**config.mk**
```make
export PLATFORM = sky130hd
export DESIGN_NAME = cordic_ci_sequencer
export DESIGN_NICKNAME = d
export VERILOG_FILES = /design/src/rtl/cordic_seq_pkg.sv /design/src/rtl/cordic_result_cache.sv /design/src/rtl/cordic_ci_sequencer.sv
export SDC_FILE = /design/constraint.sdc
export NUM_CORES = 1
export LEC_CHECK = 0
export ABC_CLOCK_PERIOD_IN_PS = 2000
export CORE_MARGIN = 2
export CORE_UTILIZATION = 38
export CTS_BUF_LIST = sky130_fd_sc_hd__clkbuf_4 sky130_fd_sc_hd__clkbuf_8
export DETAILED_ROUTE_END_ITERATION = 16
export GPL_ROUTABILITY_DRIVEN = 0
export PLACE_DENSITY = 0.82
export SETUP_SLACK_MARGIN = 0.05
export SYNTH_ARGS = -nofsm -noshare
export SYNTH_HDL_FRONTEND = slang
export SYNTH_SLANG_ARGS = --single-unit
```
**constraint.sdc**
```tcl
create_clock -name clock -period 2 [get_ports clock]
set_input_delay 0.4 -clock clock [delete_from_list [all_inputs] [get_ports clock]]
set_output_delay 0.4 -clock clock [all_outputs]
set_load 0.02 [all_outputs]
```
**src/rtl/cordic_seq_pkg.sv**
```systemverilog
// Shared types and constants for the CORDIC custom-instruction sequencer.
package cordic_seq_pkg;

   typedef enum logic [1:0] {
      IDLE  = 2'd0,
      ISSUE = 2'd1,
      WAIT  = 2'd2,
      DONE  = 2'd3
   } state_t;

   localparam logic [31:0] NAN_WORD_DEFAULT = 32'h7FC00000;
   localparam int          NOMINAL_LATENCY  = 5;
   localparam int          CNT_W            = 8;

endpackage

```
**src/rtl/cordic_result_cache.sv**
```systemverilog
// One-entry result cache keyed on the operand magnitude (cosine is even, so the sign bit is not part of the tag).
module cordic_result_cache (
   input  logic        clock,
   input  logic        aclr,
   input  logic        clk_en,
   input  logic [30:0] lookup_tag,
   output logic        hit,
   output logic [31:0] cached,
   input  logic        write,
   input  logic [30:0] write_tag,
   input  logic [31:0] write_data,
   input  logic        invalidate
);

   logic        valid_reg;
   logic [30:0] tag_reg;
   logic [31:0] data_reg;

   always_ff @(posedge clock) begin
      if (aclr) begin
         valid_reg <= 1'b0;
         tag_reg   <= '0;
         data_reg  <= '0;
      end else if (clk_en) begin
         if (invalidate) begin
            valid_reg <= 1'b0;
         end else if (write) begin
            valid_reg <= 1'b1;
            tag_reg   <= write_tag;
            data_reg  <= write_data;
         end
      end
   end

   assign hit    = valid_reg && (tag_reg == lookup_tag);
   assign cached = data_reg;

endmodule

```
**src/rtl/cordic_ci_sequencer.sv**
```systemverilog
// Custom-instruction front end for the unrolled CORDIC cosine core: latch, issue, qualified capture, timeout.
// Optional one-entry result cache enabled by defining CORDIC_RESULT_CACHE_EN.
module cordic_ci_sequencer
   import cordic_seq_pkg::*;
#(
   parameter int          TIMEOUT_CYCLES = 15,
   parameter logic [31:0] NAN_WORD       = NAN_WORD_DEFAULT
) (
   input  logic        clock,
   input  logic        aclr,
   input  logic        clk_en,
   input  logic        start,
   input  logic [31:0] dataa,
   output logic [31:0] result,
   output logic        done,
   output logic        busy,
   output logic        error,
   output logic        core_clk_en,
   output logic        core_start,
   output logic [31:0] core_dataa,
   input  logic [31:0] core_result,
   input  logic        core_done
);

   localparam logic [CNT_W-1:0] TIMEOUT_LAST = CNT_W'(TIMEOUT_CYCLES);

   state_t           state_reg, state_next;
   logic [CNT_W-1:0] counter_reg, counter_next;
   logic [31:0]      result_reg, result_next;
   logic [31:0]      core_dataa_reg, core_dataa_next;
   logic             done_reg, done_next;
   logic             busy_reg, busy_next;
   logic             error_reg, error_next;
   logic             core_start_reg, core_start_next;

`ifdef CORDIC_RESULT_CACHE_EN
   logic        cache_hit;
   logic        cache_write;
   logic        cache_inval;
   logic [31:0] cache_data;

   cordic_result_cache u_cache (
      .clock      (clock),
      .aclr       (aclr),
      .clk_en     (clk_en),
      .lookup_tag (dataa[30:0]),
      .hit        (cache_hit),
      .cached     (cache_data),
      .write      (cache_write),
      .write_tag  (core_dataa_reg[30:0]),
      .write_data (core_result),
      .invalidate (cache_inval)
   );
`endif

   always_ff @(posedge clock) begin
      if (aclr) begin
         state_reg      <= IDLE;
         counter_reg    <= '0;
         result_reg     <= '0;
         core_dataa_reg <= '0;
         done_reg       <= 1'b0;
         busy_reg       <= 1'b0;
         error_reg      <= 1'b0;
         core_start_reg <= 1'b0;
      end else if (clk_en) begin
         state_reg      <= state_next;
         counter_reg    <= counter_next;
         result_reg     <= result_next;
         core_dataa_reg <= core_dataa_next;
         done_reg       <= done_next;
         busy_reg       <= busy_next;
         error_reg      <= error_next;
         core_start_reg <= core_start_next;
      end
   end

   always_comb begin
      state_next      = state_reg;
      counter_next    = counter_reg;
      result_next     = result_reg;
      core_dataa_next = core_dataa_reg;
      done_next       = 1'b0;
      error_next      = error_reg;
      core_start_next = 1'b0;
`ifdef CORDIC_RESULT_CACHE_EN
      cache_write     = 1'b0;
      cache_inval     = 1'b0;
`endif
      case (state_reg)
         IDLE: begin
            if (start) begin
               core_dataa_next = dataa;
               state_next      = ISSUE;
               core_start_next = 1'b1;
`ifdef CORDIC_RESULT_CACHE_EN
               if (cache_hit) begin
                  state_next      = DONE;
                  core_start_next = 1'b0;
                  done_next       = 1'b1;
                  result_next     = cache_data;
               end
`endif
            end
         end
         ISSUE: begin
            counter_next = '0;
            state_next   = WAIT;
         end
         WAIT: begin
            counter_next = counter_reg + 1'b1;
            // The core's done keeps toggling after completion; the first WAIT cycle is never trusted.
            if (core_done && (counter_reg != '0)) begin
               result_next = core_result;
               done_next   = 1'b1;
               state_next  = DONE;
`ifdef CORDIC_RESULT_CACHE_EN
               cache_write = 1'b1;
`endif
            end else if (counter_reg == TIMEOUT_LAST) begin
               // TIMEOUT_CYCLES full WAIT cycles have elapsed with no qualified done.
               result_next = NAN_WORD;
               error_next  = 1'b1;
               done_next   = 1'b1;
               state_next  = DONE;
`ifdef CORDIC_RESULT_CACHE_EN
               cache_inval = 1'b1;
`endif
            end
         end
         DONE: begin
            state_next = IDLE;
         end
         default: begin
            state_next = IDLE;
         end
      endcase
      busy_next = (state_next != IDLE);
   end

   assign result      = result_reg;
   assign done        = done_reg;
   assign busy        = busy_reg;
   assign error       = error_reg;
   assign core_clk_en = clk_en;
   assign core_start  = core_start_reg;
   assign core_dataa  = core_dataa_reg;

endmodule

```
==> results.yml <==
synthesis:
  syn_area_mm2: 0.002838
  ys_seq_area_frac: 0.5503
  synth_area_leaders: "dfxtp_1 55%, nand2_1 9.5%, a22o_1 7.1%"
  ys_warn_count: 0
  yosysTopAreaCell: "dfxtp_1"
  synthCells: 299
  synth.avg_cell_area_um2: 9.491
  ys_types: 34
  synth_top_cell_area_share: 0.5503
  syn-num-nets: 373
  ys_seq_elements: 78
clock_tree:
  cts-buffers-inserted: 9
  tritoncts: "built"
  cts-hold-fix-buffers: 0
  clk_path_buf_depth: 2
  ctsHtreeMaxLevel: 3
  clkSinkCount: 78
  clk_transition_reported_paths_ns: 0.08
  cts_root_buf: "clkbuf_8"
  clkLatencyLatePin_ns: 0.35
setup_path:
  r2r_cells: 6
  crit_slowest_cell: "or4_4"
  worst-path-max-fanout: 12
  worst_path_largest_cell_delay_ns: 0.59
  cp_num_buf_inv: 2
  start_kind: "flip-flop"
  reg2reg_slack_ns: 0.05
  crit_path_end_kind: "flip-flop"
  timing.rr.start: "counter_reg[7]$_SDFFE_PP0P_"
  regToRegEndpoint: "result[3]$_SDFFE_PP0P_"
  crit_required_ns: 2.29
  crit_family: "compound AO/OA/AOI/OAI gates"
  arrival_ns: 2.24
  critPathKind: "reg -> reg"
  cp_cell_sequence: "or4_4 > o21a_4 > a311oi_4 > buf_4 > buf_12 > a22o_1"
floorplanning:
  dieArea_mm2: 0.008175
  placementRows: 31
  die_w_um: 90.42
  ios: 138
  start_util: 0.3912
  fp.dieH_um: 90.42
  core-area_mm2: 0.007253
placed_design:
  dp_hpwl_um: 5618
  port_buffers: 137
  dp_slack_ns: -0.02113
  placed_cells: 529
status:
  run_status: "finished clean"
sta:
  period_share: 0.9755
  grt_setup_unrepaired: "yes"
  worstMarginPinSlew_ns: 0.6773
  finalSetupViolations: 0
  skew_ns: 0.01251
  finalHoldViolCount: 0
  period_minus_slack_ns: 1.951
  maxSlewViolCount: 0
  finalWorstSetupSlack_ns: 0.04891
  slew_headroom: 0.5458
  max_freq_mhz: 512.5
global_route:
  groute.usage.overall: 0.1967
  grt_pass1_vias: 2718
  grt_max_degree: 39
  antenna_found_initial: 0
  grt_pass1_wl_um: 13090
  gr-total-overflow: 0
layout:
  syn2layout_area_growth_pct: 64.81
  final_nets: 519
  layout.cells.non_filler: 549
  multi_input_area_mm2: 0.001169
  regArea_mm2: 0.001562
  drive_gt1_frac: 0.1244
  diodes: 0
  nFillCells: 602
  most-common-layout-cells: "137 x clkdlybuf4s50_1, 78 x dfxtp_1, 72 x nand2_1"
  final_common_cell: "clkdlybuf4s50_1"
power:
  leakage_nw: 1.745
  p_comb_frac: 0.151
  seqPwrFrac: 0.487
  power_frac_clock: 0.362
  p_switching_mw: 0.8593
  peakVddDrop_mv: 0.4639
  powerDensity_mw_per_mm2: 711.5
  p_int_mw: 2.468
  p_sw_frac: 0.2582
detailed_routing:
  drt_wl_total_um: 7987
  wl_per_cell_um: 14.55
  drc_errors: 0
  via_count: 2725
  drt-initial-drc-count: 113
  dr.pass1.iters: 4
  postRouteAntennaNets: 0
  viasPerCell: 4.964
hold_path:
  hp-start: "core_dataa[29]$_SDFFE_PP0P_"
  holdPathStages: 2
  hold_end: "core_dataa[29]$_SDFFE_PP0P_"
  holdCritPathClass: "reg -> reg"
flow_run:
  drv_cap: 0
## power groups by stage
stage                     Sequential, mW  Clock, mW  Combinational, mW
final                               1.62       1.20              0.502
after global placement              1.66          0              0.482
after detailed placement            1.66          0              0.488
after CTS                           1.62       1.24              0.507
after floorplan                     1.71          0              0.154
after global routing                1.63       1.32              0.543
## through the flow
| step | TNS [ns] | util | power [mW] | cell area [um2] | hold slack [ns] |
|---|---|---|---|---|---|
| 3_3_place_gp | 0 | 0.6062 | 2.138 | 4397 | 0.4413 |
| 4_1_cts | 0 | 0.6448 | 3.369 | 4677 | 0.4594 |
| 6_report | 0 | 0.6448 | 3.328 | 4677 | 0.4565 |
| 3_5_place_dp | -0.2496 | 0.6062 | 2.146 | 4397 | 0.4473 |
| 2_1_floorplan | 0 | - | 1.863 | 2838 | 0.4340 |
| 5_1_grt | -0.006957 | 0.6448 | 3.494 | 4677 | 0.4774 |
## worst max path at each step
stage,from,to,slack [ns],cells after the start
2_1_floorplan,counter_reg[0]$_SDFFE_PP0P_,result[0]$_SDFFE_PP0P_,0.11,7
3_3_place_gp,clk_en,result[28]$_SDFFE_PP0P_,0.05,4
3_5_place_dp,clk_en,result[11]$_SDFFE_PP0P_,-0.02,6
4_1_cts,counter_reg[7]$_SDFFE_PP0P_,result[3]$_SDFFE_PP0P_,0.05,6
5_1_grt,state_reg[0]$_SDFFE_PP0P_,result[27]$_SDFFE_PP0P_,-0.006,5
6_report,counter_reg[7]$_SDFFE_PP0P_,result[3]$_SDFFE_PP0P_,0.05,6
## timing repair
item	4_1_cts	5_1_grt
pin swaps	1	0
setup buffers	2	0
resized for setup	4	1
cloned	2	0
setup endpoints to repair	31	29
## worst reg2reg max path: stages, from the launching register on
cell	delay (ns)
dfxtp_1	0.33
or4_4	0.59
o21a_4	0.25
a311oi_4	0.27
buf_4	0.18
buf_12	0.13
a22o_1	0.14
## Yosys cell counts
cell	instances
dfxtp_1	78
nand2_1	72
a21oi_1	38
a22o_1	23
clkbuf_1	16
nor2_1	9
o221a_2	9
ha_1	5
inv_1	5
xor2_1	5
nand3_1	4
o21ai_0	4
and3_1	3
nand4_1	3
buf_4	2
buf_6	2
nand2b_1	2
nor2b_1	2
o2111ai_1	2
a311oi_4	1
and2_1	1
and3_2	1
buf_1	1
buf_2	1
mux2_2	1
nor3_1	1
o21a_1	1
o21a_4	1
o21ai_1	1
o21bai_1	1
o31ai_2	1
or3_2	1
or3b_2	1
or4_1	1
## area by class of cell
cell class | instances | area share
clock buffers | 9 | 0.02648
clock inverters | 7 | 0.01712
well taps | 99 | 0.02648
multi-input cells | 194 | 0.2499
inverters | 5 | 0.004013
repair buffers | 157 | 0.3422
flip-flops and latches | 78 | 0.3339
## logic make-up (layout without fill, tap and decap cells)
group,count (synthesis),after routing,share of synthesized area
simple gates,101,101,0.1512
compound gates,82,82,0.2130
flops,78,78,0.5503
buf+inv,27,178,0.04409
fa+ha+maj,5,5,0.02205
xor+xnor,5,5,0.01543
mux,1,1,0.003968
## layer usage
metal  global-route usage  vias to the layer above  routed length, um
li1                     -                     1331                  -
met1               0.2233                     1268               3328
met2               0.3427                      111               3936
met3              0.06177                       15                567
met4              0.07949                        0                155
met5                    0                        -                  0
Note: power is estimated with default switching activity, not from simulation.
